## config.mk

```make
export PLATFORM = sky130hd
export DESIGN_NAME = uart_core
export DESIGN_NICKNAME = d
export VERILOG_FILES = /design/src/rtl/uart_pkg.sv /design/src/rtl/uart_fifo.sv /design/src/rtl/uart_core.sv
export SDC_FILE = /design/constraint.sdc
export NUM_CORES = 1
export LEC_CHECK = 0
export CAP_MARGIN = 20
export CORE_MARGIN = 3
export CORE_UTILIZATION = 59
export CTS_CLUSTER_SIZE = 16
export DETAILED_ROUTE_END_ITERATION = 10
export MAX_ROUTING_LAYER = met4
export PLACE_DENSITY_LB_ADDON = 0.25
export SYNTH_ARGS = -nofsm -noshare
export SYNTH_HDL_FRONTEND = slang
export SYNTH_SLANG_ARGS = --single-unit
```

## constraint.sdc

```tcl
create_clock -name clk_i -period 3.7 [get_ports clk_i]
set_input_delay 0.74 -clock clk_i [delete_from_list [all_inputs] [get_ports clk_i]]
set_output_delay 0.74 -clock clk_i [all_outputs]
set_load 0.005 [all_outputs]
```

## src/rtl/uart_pkg.sv

```systemverilog
// uart_pkg: shared frame/FIFO defaults, oversampling constants and FSM state types
// for the UART core and its FIFOs.
package uart_pkg;
   localparam int DBIT_DEF    = 8;
   localparam int SB_TICK_DEF = 16;
   localparam int FIFO_W_DEF  = 2;
   localparam int OS_TICK     = 16;
   localparam int MID_TICK    = 7;
   typedef enum logic [1:0] {TX_IDLE, TX_START, TX_DATA, TX_STOP} tx_state_e;
   typedef enum logic [1:0] {RX_IDLE, RX_START, RX_DATA, RX_STOP} rx_state_e;
endpackage

```

## src/rtl/uart_fifo.sv

```systemverilog
// uart_fifo: circular-buffer FIFO with registered full/empty flags and
// fall-through read data taken straight from the head slot.
module uart_fifo
   import uart_pkg::*;
#(
   parameter int DW = 8,
   parameter int AW = FIFO_W_DEF
) (
   input  logic          clk_i,
   input  logic          reset_i,
   input  logic          rd_i,
   input  logic          wr_i,
   input  logic [DW-1:0] w_data_i,
   output logic          empty_o,
   output logic          full_o,
   output logic [DW-1:0] r_data_o
);
   logic [DW-1:0] mem_q [2**AW];
   logic [AW-1:0] wp_q, wp_d, rp_q, rp_d;
   logic          full_q, full_d, empty_q, empty_d, wr_en, rd_en;
   // A write into a full FIFO is only taken when a read frees the head slot in the same cycle.
   always_comb begin
      rd_en   = rd_i & ~empty_q;
      wr_en   = wr_i & (~full_q | rd_en);
      wp_d    = wr_en ? wp_q + AW'(1) : wp_q;
      rp_d    = rd_en ? rp_q + AW'(1) : rp_q;
      empty_d = (rd_en & ~wr_en) ? (rp_d == wp_q) : (wr_en & ~rd_en) ? 1'b0 : empty_q;
      full_d  = (wr_en & ~rd_en) ? (wp_d == rp_q) : (rd_en & ~wr_en) ? 1'b0 : full_q;
   end
   always_ff @(posedge clk_i) begin
      if (reset_i) begin
         wp_q    <= '0;
         rp_q    <= '0;
         full_q  <= 1'b0;
         empty_q <= 1'b1;
      end else begin
         wp_q    <= wp_d;
         rp_q    <= rp_d;
         full_q  <= full_d;
         empty_q <= empty_d;
      end
   end
   always_ff @(posedge clk_i) begin
      if (wr_en & ~reset_i) mem_q[wp_q] <= w_data_i;
   end
   assign empty_o  = empty_q;
   assign full_o   = full_q;
   assign r_data_o = mem_q[rp_q];
endmodule

```

## src/rtl/uart_core.sv

```systemverilog
// uart_core: full-duplex 8N1 UART, shared 16x baud generator, 4-deep TX/RX FIFOs.
// Define UART_LOOPBACK_EN to feed the RX engine from the internal tx line instead of rx_i.
module uart_core
   import uart_pkg::*;
#(
   parameter int DBIT    = DBIT_DEF,
   parameter int SB_TICK = SB_TICK_DEF,
   parameter int FIFO_W  = FIFO_W_DEF
) (
   input  logic        clk_i,
   input  logic        reset_i,
   input  logic        rd_uart_i,
   input  logic        wr_uart_i,
   input  logic        rx_i,
   input  logic [7:0]  w_data_i,
   input  logic [10:0] dvsr_i,
   output logic        tx_full_o,
   output logic        rx_empty_o,
   output logic        tx_o,
   output logic [7:0]  r_data_o
);
   localparam int SW = $clog2(SB_TICK > OS_TICK ? SB_TICK : OS_TICK);
   localparam int NW = $clog2(DBIT);
   logic [10:0]   cnt_q, cnt_d;
   logic          s_tick, rx_in, tx_done_tick, rx_done_tick;
   logic          txf_empty, rxf_empty, unused_rxf_full;
   logic [7:0]    txf_data;
   tx_state_e     tx_st_q, tx_st_d;
   rx_state_e     rx_st_q, rx_st_d;
   logic [SW-1:0] tx_s_q, tx_s_d, rx_s_q, rx_s_d;
   logic [NW-1:0] tx_n_q, tx_n_d, rx_n_q, rx_n_d;
   logic [7:0]    tx_b_q, tx_b_d, rx_b_q, rx_b_d;
   logic          tx_q, tx_d;
   assign cnt_d  = (cnt_q == dvsr_i) ? '0 : cnt_q + 11'd1;
   assign s_tick = cnt_q == 11'd1;
`ifdef UART_LOOPBACK_EN
   logic unused_rx;
   assign unused_rx = rx_i;
   assign rx_in     = tx_q;
`else
   logic [1:0] sync_q;
   always_ff @(posedge clk_i) sync_q <= reset_i ? 2'b11 : {sync_q[0], rx_i};
   assign rx_in = sync_q[1];
`endif
   uart_fifo #(.DW(8), .AW(FIFO_W)) u_txf (
      .clk_i, .reset_i, .rd_i(tx_done_tick), .wr_i(wr_uart_i), .w_data_i,
      .empty_o(txf_empty), .full_o(tx_full_o), .r_data_o(txf_data)
   );
   uart_fifo #(.DW(8), .AW(FIFO_W)) u_rxf (
      .clk_i, .reset_i, .rd_i(rd_uart_i), .wr_i(rx_done_tick), .w_data_i(rx_b_q),
      .empty_o(rxf_empty), .full_o(unused_rxf_full), .r_data_o
   );
   // The head byte stays in the TX FIFO until its stop bit completes.
   always_comb begin
      tx_st_d      = tx_st_q;
      tx_s_d       = tx_s_q;
      tx_n_d       = tx_n_q;
      tx_b_d       = tx_b_q;
      tx_done_tick = 1'b0;
      unique case (tx_st_q)
         TX_IDLE: if (~txf_empty) begin
            tx_st_d = TX_START;
            tx_s_d  = '0;
            tx_b_d  = txf_data;
         end
         TX_START: if (s_tick) begin
            if (tx_s_q == SW'(OS_TICK - 1)) begin
               tx_st_d = TX_DATA;
               tx_s_d  = '0;
               tx_n_d  = '0;
            end else tx_s_d = tx_s_q + SW'(1);
         end
         TX_DATA: if (s_tick) begin
            if (tx_s_q == SW'(OS_TICK - 1)) begin
               tx_s_d = '0;
               tx_b_d = tx_b_q >> 1;
               if (tx_n_q == NW'(DBIT - 1)) tx_st_d = TX_STOP;
               else tx_n_d = tx_n_q + NW'(1);
            end else tx_s_d = tx_s_q + SW'(1);
         end
         TX_STOP: if (s_tick) begin
            if (tx_s_q == SW'(SB_TICK - 1)) begin
               tx_st_d      = TX_IDLE;
               tx_done_tick = 1'b1;
            end else tx_s_d = tx_s_q + SW'(1);
         end
      endcase
      tx_d = (tx_st_d == TX_START) ? 1'b0 : (tx_st_d == TX_DATA) ? tx_b_d[0] : 1'b1;
   end
   always_comb begin
      rx_st_d      = rx_st_q;
      rx_s_d       = rx_s_q;
      rx_n_d       = rx_n_q;
      rx_b_d       = rx_b_q;
      rx_done_tick = 1'b0;
      unique case (rx_st_q)
         RX_IDLE: if (~rx_in) begin
            rx_st_d = RX_START;
            rx_s_d  = '0;
         end
         RX_START: if (s_tick) begin
            if (rx_s_q == SW'(MID_TICK)) begin
               rx_st_d = rx_in ? RX_IDLE : RX_DATA;
               rx_s_d  = '0;
               rx_n_d  = '0;
            end else rx_s_d = rx_s_q + SW'(1);
         end
         RX_DATA: if (s_tick) begin
            if (rx_s_q == SW'(OS_TICK - 1)) begin
               rx_s_d = '0;
               rx_b_d = {rx_in, rx_b_q[7:1]};
               if (rx_n_q == NW'(DBIT - 1)) rx_st_d = RX_STOP;
               else rx_n_d = rx_n_q + NW'(1);
            end else rx_s_d = rx_s_q + SW'(1);
         end
         RX_STOP: if (s_tick) begin
            if (rx_s_q == SW'(SB_TICK - 1)) begin
               rx_st_d      = RX_IDLE;
               rx_done_tick = 1'b1;
            end else rx_s_d = rx_s_q + SW'(1);
         end
      endcase
   end
   always_ff @(posedge clk_i) begin
      if (reset_i) begin
         cnt_q   <= '0;
         tx_st_q <= TX_IDLE;
         tx_s_q  <= '0;
         tx_n_q  <= '0;
         tx_b_q  <= '0;
         tx_q    <= 1'b1;
         rx_st_q <= RX_IDLE;
         rx_s_q  <= '0;
         rx_n_q  <= '0;
         rx_b_q  <= '0;
      end else begin
         cnt_q   <= cnt_d;
         tx_st_q <= tx_st_d;
         tx_s_q  <= tx_s_d;
         tx_n_q  <= tx_n_d;
         tx_b_q  <= tx_b_d;
         tx_q    <= tx_d;
         rx_st_q <= rx_st_d;
         rx_s_q  <= rx_s_d;
         rx_n_q  <= rx_n_d;
         rx_b_q  <= rx_b_d;
      end
   end
   assign tx_o       = tx_q;
   assign rx_empty_o = rxf_empty;
endmodule

```

Yosys cells after proc, flatten, opt, wreduce, memory -nomap -nowiden. Memories as Yosys holds them, arrays and structs flattened. A register that Yosys moved wholly into a read port is not among the register bits. Index checks and enable logic that the tools add are counted.

Input port bits: 24. Register bits after elaboration: 60. Memory bits (writable): 64. Memories kept: 2.

Muxes and demuxes: 75. Add/sub/neg operators: 9. Reductions and logical operators: 16. Bitwise gates (word level): 21. Eq/ne operators: 38.

Memories: u_rxf.mem_q (depth 4, width 8, read ports 1, clocked after Yosys merged registers in 1, wr ports 1, line uart_fifo.sv:18) `logic [DW-1:0] mem_q [2**AW];`; u_txf.mem_q (depth 4, width 8, read ports 1, clocked after Yosys merged registers in 1, wr ports 1, line uart_fifo.sv:18).

Operators by type and width (count): $mux W4 (12); $mux W2 (23); $ne A2 B2 Y1 const B (18); $mux W3 (10); $mux W8 (3); $mux W1 (20); $pmux W2 S4 (2); $pmux W4 S4 (1); $pmux W8 S2 (1); $pmux W3 S2 (2); $pmux W4 S3 (1); $reduce_and A6 Y1 (2); $add A11 B1 Y11 const B (1); $eq A11 B1 Y1 const B (1); $eq A11 B11 Y1 (1); $and A1 B1 Y1 (10); $eq A2 B2 Y1 const B (5); $reduce_bool A2 Y1 (5); $not A1 Y1 (9); $add A2 B1 Y2 const B (4); $add A4 B1 Y4 const B (2); $eq A2 B2 Y1 (4); $eq A4 B4 Y1 const B (2); $reduce_and A4 Y1 (2); 11 further kinds (18).

Depth between registers and ports, before layout. Gate-level depths: netlist of run 1.

Word-level depth: 11. Gate-level depth with buffers: 14. Depth with buffers taken out: 13.

Hierarchy. Synthesis of run 1 repeated with hierarchy kept, for this count alone.

Cell total of the unflattened synthesis: 468. Area, all modules: 5716.7 um2.

Modules (own cells, without submodules): uart_core (cells each 289, times used 1, seq. area each 960.9 um2, area an instance 2565.0 um2); uart_fifo (u_txf) (cells each 90, times used 1, seq. area each 1081.0 um2, area an instance 1580.3 um2); uart_fifo (u_rxf) (cells each 89, times used 1, seq. area each 1081.0 um2, area an instance 1571.5 um2).

Worst setup path after synthesis of run 1. OpenSTA, ideal clock, no wires.

Path type: register -> register. Start point: register cnt_q[0]. End point: memory u_txf.mem_q[1][0] (enable). Stages on the path, launching flop included: 8. Path slack: 502 ps. Data required time: 3315 ps. Arrival time: 2813 ps. Period minus slack after synthesis: 3198 ps. Setup time: 385 ps. Buffers on the path: 1. Cell sequence: dfxtp_1 -> ha_1 -> or4b_1 -> or4_4 -> buf_6 -> o21ai_1 -> nand2_1 -> nor3b_1.

Cells in the longest elaborated chain, start to end: 9.

RTL lines: start: declaration (line uart_core.sv:24) `logic [10:0] cnt_q, cnt_d;`; start signal: assignment (line uart_core.sv:137) `cnt_q <= cnt_d;`; $eq A11 B1 Y1 (line uart_core.sv:35) `assign s_tick = cnt_q == 11'd1;`; $mux W1 (line uart_core.sv:81) `TX_STOP: if (s_tick) begin`; $mux W1 (line uart_core.sv:60) `unique case (tx_st_q)`; $and A1 B1 Y1 (line uart_fifo.sv:23) `rd_en = rd_i & ~empty_q;`; $or A1 B1 Y1 (line uart_fifo.sv:24) `wr_en = wr_i & (~full_q | rd_en);`; $and A1 B1 Y1 (line uart_fifo.sv:24); $and A1 B1 Y1 (line uart_fifo.sv:44) `if (wr_en & ~reset_i) mem_q[wp_q] <= w_data_i;`; $mux W1 (line uart_fifo.sv:44); $mux W1 (not written as such) (line uart_fifo.sv:44); end: declaration (line uart_fifo.sv:18).

Every way passes these cells.

Worst setup path in the final report of run 1.
Start point: register cnt_q[0]. End point: register u_txf.full_q (netlist: u_txf.full_o).

Cells in the longest elaborated chain, start to end: 9. Elaborated cells on any way between the ends: 14.

RTL lines: $eq A11 B1 Y1 (*) (line uart_core.sv:35); $mux W1 (*) (line uart_core.sv:81); $mux W1 (*) (line uart_core.sv:60); $and A1 B1 Y1 (*) (line uart_fifo.sv:23); $or A1 B1 Y1 (line uart_fifo.sv:24); $and A1 B1 Y1 (line uart_fifo.sv:24); $mux W2 or $not A1 Y1 (tied branches) (line uart_fifo.sv:25, uart_fifo.sv:28); $eq A2 B2 Y1 or $and A1 B1 Y1 (tied branches) (line uart_fifo.sv:28) `full_d = (wr_en & ~rd_en) ? (wp_d == rp_q) : (rd_en & ~wr_en) ? 1'b0 : full_q;`; $mux W1 or $reduce_bool A2 Y1 (tied branches); end signal: assignment (line uart_fifo.sv:39) `full_q <= full_d;`; end: declaration (line uart_fifo.sv:20) `logic full_q, full_d, empty_q, empty_d, wr_en, rd_en;`.

Mark *: on every way between the ends. The rest lies on a longest branch, timed or not. A chain may end at the register's enable or synchronous reset.

==> results of run 1 <==
## metal layers
| metal | vias to the layer above | part of all wire | track usage |
|---|---|---|---|
| met2 | 96 | 0.52 | 0.379 |
| met1 | 1946 | 0.43 | 0.263 |
| met4 | 0 | 0.020 | 0.0918 |
| met3 | 19 | 0.036 | 0.0519 |
| met5 | - | 0 | - |
| li1 | 1936 | - | - |
## per-stage QoR
stage               std cells  worst slack [ns]  utilization
global route              684            0.0383        0.725
floorplan                 506             0.502            -
finish                    684             0.311        0.725
detailed placement        652             0.446        0.666
CTS                       684             0.358        0.725
global placement          652             0.560        0.666
## sequential cells by signal (all words and copies together) (netlist names), 3 cells and up, named ones only
| name | flops |
|---|---|
| cnt_q | 11 |
| u_txf.mem_q | 32 |
| u_rxf.mem_q | 32 |
| tx_s_q | 4 |
| tx_n_q | 3 |
| tx_b_q | 8 |
| rx_n_q | 3 |
| rx_b_q | 8 |
| rx_s_q | 4 |
## logic make-up (layout without fill, tap and decap cells)
group / after synthesis / after routing / synth area share
and+or+nand+nor: 181 / 181 / 0.157
DFF: 124 / 124 / 0.539
buffers and inverters: 43 / 92 / 0.0309
muxes: 29 / 29 / 0.0847
AOI/OAI and AO/OA: 74 / 74 / 0.0892
adders and majority gates: 24 / 24 / 0.0519
xor gates and xnor gates: 31 / 31 / 0.0469
## cell usage in the layout (no fill, tap or decap), drive strengths merged, types with 3 or more instances in the layout
master / instances
or4: 6
clkinv: 3
or2: 5
a311oi: 7
a21oi: 28
o41ai: 3
clkdlybuf4s50: 33
xor2: 21
clkinvlp: 5
and3: 3
edfxtp: 64
o21ai: 12
mux2i: 13
a211oi: 4
nor3: 7
nor4: 7
clkbuf: 17
dfxtp: 60
nor2b: 4
nand4: 8
nand2b: 7
buf: 8
nand3: 26
nand2: 30
xnor2: 10
ha: 24
inv: 25
nor2: 57
nor3b: 7
mux4: 16
or3: 5
and2: 5
o211ai: 3
## power by group through the flow
stage | clock network (µW) | logic, µW | registers, µW
4_1_cts | 1570 | 232 | 1500
2_1_floorplan | 0 | 168 | 1520
3_3_place_gp | 0 | 223 | 1530
6_report | 1540 | 234 | 1500
5_1_grt | 1630 | 261 | 1510
3_5_place_dp | 0 | 229 | 1530
## critical path, stage by stage (launching register included)
cell      delay (ns)
dfxtp_1         0.46
ha_1            0.22
or4b_1          0.51
or4_4           0.60
o21ai_1         0.32
nand2_1         0.21
inv_1           0.10
ha_1            0.27
nor2_1          0.11
nand2_1         0.08
nor3_1          0.22
nand3_1         0.10
o211ai_1        0.10
## layout make-up
class                           count  area [µm²]  share of cell area
Sequential cell                   124        3120               0.460
Clock buffer                       17         414              0.0610
Timing Repair Buffer               41         388              0.0571
Multi-Input combinational cell    339        2490               0.367
Inverter                           19        71.3              0.0105
Tap cell                          129         161              0.0238
Clock inverter                     15         140              0.0206
## path summary, 6_finish.rpt
path                        to      start  slack (ns)  cells after the start
setup / recovery  u_txf.full_o   cnt_q[0]        0.31                     12
hold / removal       sync_q[1]  sync_q[0]        0.42                      1
setup reg to reg  u_txf.full_o   cnt_q[0]        0.31                     12
hold reg to reg      sync_q[1]  sync_q[0]        0.42                      1
==> impl_metrics.ini, run 1 <==
[global_routing]
antenna_found_initial = 0
first_pass_grt_wire_length_mm = 19.3
grt_max_degree = 31
globalRouteTotalUtil = 0.226
leftover_overflow_at_the_end_of_global_routing = 0
grt_pass1_vias = 4050

[die]
placeableCoreArea_um2 = 9370
num_rows = 35
dieWidth_um = 105
fp.dieArea_um2 = 11000
initial_core_util = 0.618
die-height_um = 105
floorplan.io_pins = 35

[pwr]
internal-power_uw = 2480
pwr-share-comb = 0.071
worst_ir_drop_vdd_mv = 0.281
clock_power_share = 0.469
power.net_switching_uw = 795
p_per_area_nw_per_um2 = 482
overall_power_consumption_uw = 3270
static-leakage-power_uw = 0.00246
power.share.switching = 0.243
power.sequential.fraction = 0.459

[timing]
worstMarginPinSlew_ns = 0.772
finalClockSkew_ns = 0.0177
hold_violations = 0
totalNegativeSetupSlack_ns = 0
finalSetupViolCount = 0
fin_worst_hold_slack_ns = 0.421
fin_crit_sh = 0.916
maxClockFrequency_mhz = 295
slew-limit-headroom = 0.485
finalCriticalPeriod_ns = 3.39
maxSlewViolCount = 0
rsz0062_at_grt = false

[yosys]
syn_inst = 506
synth_commonest_cells = edfxtp_1, dfxtp_1, nor2_1
ys.warnings.count = 0
yosysTopAreaCell = edfxtp_1
synth_seq_area_share = 0.539
asyncSetResetFlopFracSynth = 0
synth_cell_type_count = 53
yosys.cell_count.top_type = edfxtp_1
synth.ff_latch_count = 124
synthTopCellsByArea = edfxtp_1, dfxtp_1, mux4_2
synth-main-ff-cell = edfxtp_1
syn_area_um2 = 5790
synth_fp_nets = 554
post_synth.cell_area_avg_um2 = 11.4
synth.top_cell.area_share = 0.332
synth_enable_flop_cells = 64

[clock_tree]
cts_setup_buffers = 0
clock-root-buffer = clkbuf_8
ctsResizeCount = 0
clkLatencyLatePin_ns = 0.52
cts.clk_slew.worst_paths_ns = 0.06
postCtsHoldBufs = 0
clock_tree.buffer_depth = 2
number_of_h_tree_branching_levels = 4
clock-sinks = 124
clock_buffers_created_by_tritoncts = 17
cts_tree = done

[worst_hold_path]
min_path_type = reg2reg

[route]
drtPass1Iterations = 5
wire_per_inst_um = 16.4
detailroute.via_count = 3997
drc = 0
drt.antenna.violating_nets = 0
first_iter_violations = 278
wirelength_mm = 11.3
avgViaCountPerCell = 5.84

[layout]
design_area_um2 = 6790
antennaDiodeCount = 0
fillerInstances = 678
final_net_count = 590
flow.area_growth_from_synthesis_pct = 17.3
share_of_layout_cells_above_drive_strength_1 = 0.126

[placed_design]
buffer_ports.inserted = 34
gp_congestion = 0.814
dp.final_hpwl_mm = 7.41
post_dp_cell_area_um2 = 6240

[worst_setup_path]
critical_path_class = reg2reg
critical_path_peak_fanout = 7
worst_setup_start_kind = register
worst_setup_path_end_kind = register
critPathRequiredTime_ns = 4.15
timing.critical_path.arrival_ns = 3.84

[status]
result_of_the_run = completed

[job]
drv.max_cap_violation_count = 0
Note: power is estimated with default switching activity, not from simulation.
==> run 2, diff against run 1 <==
--- a/config.mk
+++ b/config.mk
@@ -6,8 +6,10 @@
 export NUM_CORES = 1
 export LEC_CHECK = 0
 export CAP_MARGIN = 20
+export CORE_ASPECT_RATIO = 1.25
 export CORE_MARGIN = 3
 export CORE_UTILIZATION = 59
+export CTS_BUF_LIST = sky130_fd_sc_hd__clkbuf_16
 export CTS_CLUSTER_SIZE = 16
 export DETAILED_ROUTE_END_ITERATION = 10
 export MAX_ROUTING_LAYER = met4
==> impl_metrics.ini, run 2 (synthesis results as in run 1) <==
[route]
detailroute.via_count = 4009
drc = 0
avgViaCountPerCell = 5.91
drtPass1Iterations = 5
wirelength_mm = 11.0
wire_per_inst_um = 16.2
first_iter_violations = 238
drt.antenna.violating_nets = 0

[layout]
top_regs = u_rxf.mem_q (32), u_txf.mem_q (32), cnt_q (11)
mostFrequentLayoutCell = edfxtp_1
final_net_count = 590
layout.cells.most_common_list = edfxtp_1, dfxtp_1, nor2_1
fillerInstances = 647
flow.area_growth_from_synthesis_pct = 17.1
antennaDiodeCount = 0
design_area_um2 = 6780
share_of_layout_cells_above_drive_strength_1 = 0.121

[worst_hold_path]
hold_depth = 1
worst_hold_end = sync_q[1]
worstHoldStart = sync_q[0]
min_path_type = reg2reg

[die]
initial_core_util = 0.618
floorplan.io_pins = 35
die-height_um = 117
placeableCoreArea_um2 = 9370
dieWidth_um = 94.6
fp.dieArea_um2 = 11000
num_rows = 39

[job]
drv.max_cap_violation_count = 0

[worst_setup_path]
path_delay_family = simple AND/OR/NAND/NOR gates
r2r_slack_ns = 0.31
timing.critical_path.arrival_ns = 3.72
worst_r2r_path_depth = 12
worst_setup_start_kind = register
worst_setup_path_end_kind = register
cells_along_the_critical_path = ha_1 -> or4b_1 -> or4_4 -> o21ai_1 -> nand2_1 -> inv_1 -> ha_1 -> nor2_1 -> nand2_1 -> nor3_1 -> nand3_1 -> o211ai_1
cpPeakStageDelay_ns = 0.60
cp_num_buf_inv = 1
slowest_stage = or4_4
worst_r2r_endpoint = u_txf.full_o
timing.rr.start = cnt_q[0]
critical_path_peak_fanout = 7
critical_path_class = reg2reg
critPathRequiredTime_ns = 4.03

[global_routing]
first_pass_grt_wire_length_mm = 18.3
leftover_overflow_at_the_end_of_global_routing = 0
globalRouteTotalUtil = 0.222
grt_max_degree = 41
grt_pass1_vias = 3904
antenna_found_initial = 0

[pwr]
pwr-share-comb = 0.072
power.sequential.fraction = 0.462
static-leakage-power_uw = 0.00248
p_per_area_nw_per_um2 = 480
power.net_switching_uw = 758
clock_power_share = 0.466
worst_ir_drop_vdd_mv = 0.358
power.share.switching = 0.233
internal-power_uw = 2500
overall_power_consumption_uw = 3250

[clock_tree]
cts.clk_slew.worst_paths_ns = 0.06
number_of_h_tree_branching_levels = 4
ctsResizeCount = 0
cts_setup_buffers = 0
clock_tree.buffer_depth = 2
clock-sinks = 124
clock-root-buffer = clkbuf_16
clkLatencyLatePin_ns = 0.41
clock_buffers_created_by_tritoncts = 17
cts_tree = done
postCtsHoldBufs = 0

[timing]
finalClockSkew_ns = 0.00810
maxClockFrequency_mhz = 295
worstMarginPinSlew_ns = 0.795
rsz0062_at_grt = false
fin_worst_hold_slack_ns = 0.424
totalNegativeSetupSlack_ns = 0
maxSlewViolCount = 0
fin_crit_sh = 0.917
hold_violations = 0
finalCriticalPeriod_ns = 3.39
slew-limit-headroom = 0.470
finalSetupViolCount = 0

[placed_design]
dp.final_hpwl_mm = 7.34
buffer_ports.inserted = 34
post_dp_cell_area_um2 = 6230
gp_congestion = 0.861

[status]
result_of_the_run = completed
-- run 2: changes by cell type in the layout (fill, tap and decap cells not counted), sizes merged --
cell	change
clkinv	+5
inv	-1
clkinvlp	-4
-- run 2: worst max-delay path by stage --
stage	start	end	slack [ns]	depth (start not counted)
3_5_place_dp	cnt_q[0]	u_txf.full_o	0.35	12
2_1_floorplan	cnt_q[0]	u_txf.mem_q[1][0]	0.50	7
3_3_place_gp	cnt_q[0]	u_txf.full_o	0.56	12
5_1_grt	cnt_q[0]	u_txf.full_o	0.10	12
4_1_cts	cnt_q[0]	u_txf.full_o	0.32	12
6_report	cnt_q[0]	u_txf.full_o	0.31	12
-- run 2: cell type report --
| class | count | area [µm²] | area share |
|---|---|---|---|
| Clock buffer | 17 | 425 | 0.0627 |
| Clock inverter | 15 | 124 | 0.0183 |
| Inverter | 19 | 71.3 | 0.0105 |
| Multi-Input combinational cell | 339 | 2490 | 0.368 |
| Sequential cell | 124 | 3120 | 0.461 |
| Tap cell | 123 | 154 | 0.0227 |
| Timing Repair Buffer | 41 | 388 | 0.0572 |
-- run 2: power by group through the flow --
stage          clock, µW  combinational [µW]  sequential (µW)
6_report            1520                 233             1500
5_1_grt             1610                 257             1510
4_1_cts             1540                 233             1500
3_5_place_dp           0                 229             1530
3_3_place_gp           0                 223             1530
2_1_floorplan          0                 168             1520
-- run 2: per-stage QoR --
step	setup slack, ns	std cells	util
after floorplan	0.502	506	-
after global placement	0.564	646	0.665
after detailed placement	0.351	646	0.665
after CTS	0.322	678	0.724
after global routing	0.104	678	0.724
final	0.307	678	0.724
-- run 2: metal layers --
layer,up-vias,track usage,routed length (µm)
li1,1935,-,-
met1,1943,0.261,4610
met2,110,0.368,5690
met3,21,0.0503,458
met4,0,0.0934,209
met5,-,-,0
-- run 2: worst register-to-register path, delay by kind of cell (launching register included) --
kind / cells / cell delay, ns
buffers and inverters: 1 / 0.09
and+or+nand+nor: 7 / 1.87
DFF: 1 / 0.46
adders and majority gates: 2 / 0.49
AOI/OAI and AO/OA: 2 / 0.40
==> run 3, diff against run 2 <==
--- a/config.mk
+++ b/config.mk
@@ -8,10 +8,11 @@
 export CAP_MARGIN = 20
 export CORE_ASPECT_RATIO = 1.25
 export CORE_MARGIN = 3
-export CORE_UTILIZATION = 59
-export CTS_BUF_LIST = sky130_fd_sc_hd__clkbuf_16
+export CORE_UTILIZATION = 60
+export CTS_BUF_LIST = sky130_fd_sc_hd__clkbuf_8
 export CTS_CLUSTER_SIZE = 16
 export DETAILED_ROUTE_END_ITERATION = 10
+export HOLD_SLACK_MARGIN = 0.03
 export MAX_ROUTING_LAYER = met4
 export PLACE_DENSITY_LB_ADDON = 0.25
 export SYNTH_ARGS = -nofsm -noshare
==> impl_metrics.ini, run 3 (synthesis results as in run 1) <==
[job]
drv.max_cap_violation_count = 0

[worst_setup_path]
slowest_stage = or4_4
worst_setup_path_end_kind = register
timing.critical_path.arrival_ns = 3.64
cp_num_buf_inv = 1
critPathRequiredTime_ns = 4.05
cpPeakStageDelay_ns = 0.60
cells_along_the_critical_path = ha_1 -> or4b_1 -> or4_4 -> o21ai_1 -> nand2_1 -> inv_1 -> ha_1 -> nor2_1 -> nand2_1 -> nor3_1 -> nand3_1 -> o211ai_1
critical_path_class = reg2reg
path_delay_family = simple AND/OR/NAND/NOR gates
critical_path_peak_fanout = 7
worst_setup_start_kind = register

[global_routing]
globalRouteTotalUtil = 0.221
antenna_found_initial = 0
leftover_overflow_at_the_end_of_global_routing = 0
grt_max_degree = 38
first_pass_grt_wire_length_mm = 18.2
grt_pass1_vias = 3950

[placed_design]
dp.final_hpwl_mm = 7.41
place_inst = 645
buffer_ports.inserted = 34
gp_congestion = 0.854
post_dp_cell_area_um2 = 6220

[pwr]
clock_power_share = 0.387
static-leakage-power_uw = 0.00240
power.sequential.fraction = 0.532
internal-power_uw = 2120
pwr-share-comb = 0.081
worst_ir_drop_vdd_mv = 0.290
p_per_area_nw_per_um2 = 428
power.net_switching_uw = 709
power.share.switching = 0.251

[route]
wire_per_inst_um = 15.4
wirelength_mm = 10.4
first_iter_violations = 215
drt.antenna.violating_nets = 0
drtPass1Iterations = 4
detailroute.via_count = 3939
avgViaCountPerCell = 5.82
drc = 0

[timing]
slew-limit-headroom = 0.515
finalClockSkew_ns = 0.0117
finalCriticalPeriod_ns = 3.29
worstMarginPinSlew_ns = 0.726
hold_violations = 0
rsz0062_at_grt = false
maxSlewViolCount = 0
totalNegativeSetupSlack_ns = 0
fin_worst_hold_slack_ns = 0.431
fin_crit_sh = 0.890
finalSetupViolCount = 0
maxClockFrequency_mhz = 304

[layout]
top_regs = u_rxf.mem_q (32), u_txf.mem_q (32), cnt_q (11)
final_net_count = 589
design_area_um2 = 6590
share_of_layout_cells_above_drive_strength_1 = 0.125
fillerInstances = 662
finish.cell_count_without_fillers = 677
layout.cells.most_common_list = edfxtp_1, dfxtp_1, nor2_1
flow.area_growth_from_synthesis_pct = 13.9
antennaDiodeCount = 0
mostFrequentLayoutCell = edfxtp_1

[worst_hold_path]
min_path_type = reg2reg

[status]
result_of_the_run = completed

[clock_tree]
clkLatencyLatePin_ns = 0.42
clock-root-buffer = clkbuf_8
cts_tree = done
number_of_h_tree_branching_levels = 4
cts.clk_slew.worst_paths_ns = 0.08
cts_setup_buffers = 0
clock_buffers_created_by_tritoncts = 17
clock_tree.buffer_depth = 2
postCtsHoldBufs = 0
ctsResizeCount = 0
clock-sinks = 124

[die]
floorplan.io_pins = 35
num_rows = 39
fp.dieArea_um2 = 10900
die-height_um = 116
placeableCoreArea_um2 = 9270
dieWidth_um = 93.9
initial_core_util = 0.625
-- run 3: changes by cell type in the layout (fill, tap and decap cells not counted), sizes merged --
cell	delta
inv	+2
clkinvlp	-1
buf	-1
clkinv	-1
-- run 3: path summary, 6_finish.rpt --
path | from | to | cells past startpoint | slack (ns)
max reg2reg | cnt_q[0] | u_txf.full_o | 12 | 0.41
max | cnt_q[0] | u_txf.full_o | 12 | 0.41
min | sync_q[0] | sync_q[1] | 1 | 0.43
min reg2reg | sync_q[0] | sync_q[1] | 1 | 0.43
-- run 3: power groups by stage --
stage                     clock network, µW  registers (µW)  logic (µW)
final                                  1090            1500         230
after global routing                   1190            1510         255
after CTS                              1120            1500         230
after detailed placement                  0            1530         229
after global placement                    0            1530         223
after floorplan                           0            1520         168
-- run 3: stage by stage --
step	total power, µW	worst slack (ns)	utilization
after floorplan	1690	0.502	-
after global placement	1750	0.546	0.671
after detailed placement	1760	0.453	0.671
after CTS	2850	0.420	0.711
after global routing	2950	0.104	0.711
final	2820	0.409	0.711
-- run 3: worst register-to-register path: stages, from the launching register on --
cell and delay (ns):
dfxtp_1 0.47, ha_1 0.22, or4b_1 0.50, or4_4 0.60, o21ai_1 0.28, nand2_1 0.21, inv_1 0.09, ha_1 0.26
nor2_1 0.11, nand2_1 0.09, nor3_1 0.19, nand3_1 0.11, o211ai_1 0.09
-- run 3: area by class of cell --
type                    count  area (µm²)  share of cell area
inverters                  19        71.3              0.0108
clock inverters            15         136              0.0207
clock buffers              17         234              0.0355
repair buffers             40         380              0.0577
well taps                 123         154              0.0233
multi-input cells         339        2490               0.378
flip-flops and latches    124        3120               0.474
-- run 3: layer usage --
metal | up-vias | wire length (µm) | global-route usage
met4 | 0 | 113 | 0.0838
met3 | 11 | 410 | 0.0545
met5 | - | 0 | -
met1 | 1912 | 4300 | 0.257
li1 | 1934 | - | -
met2 | 82 | 5620 | 0.370
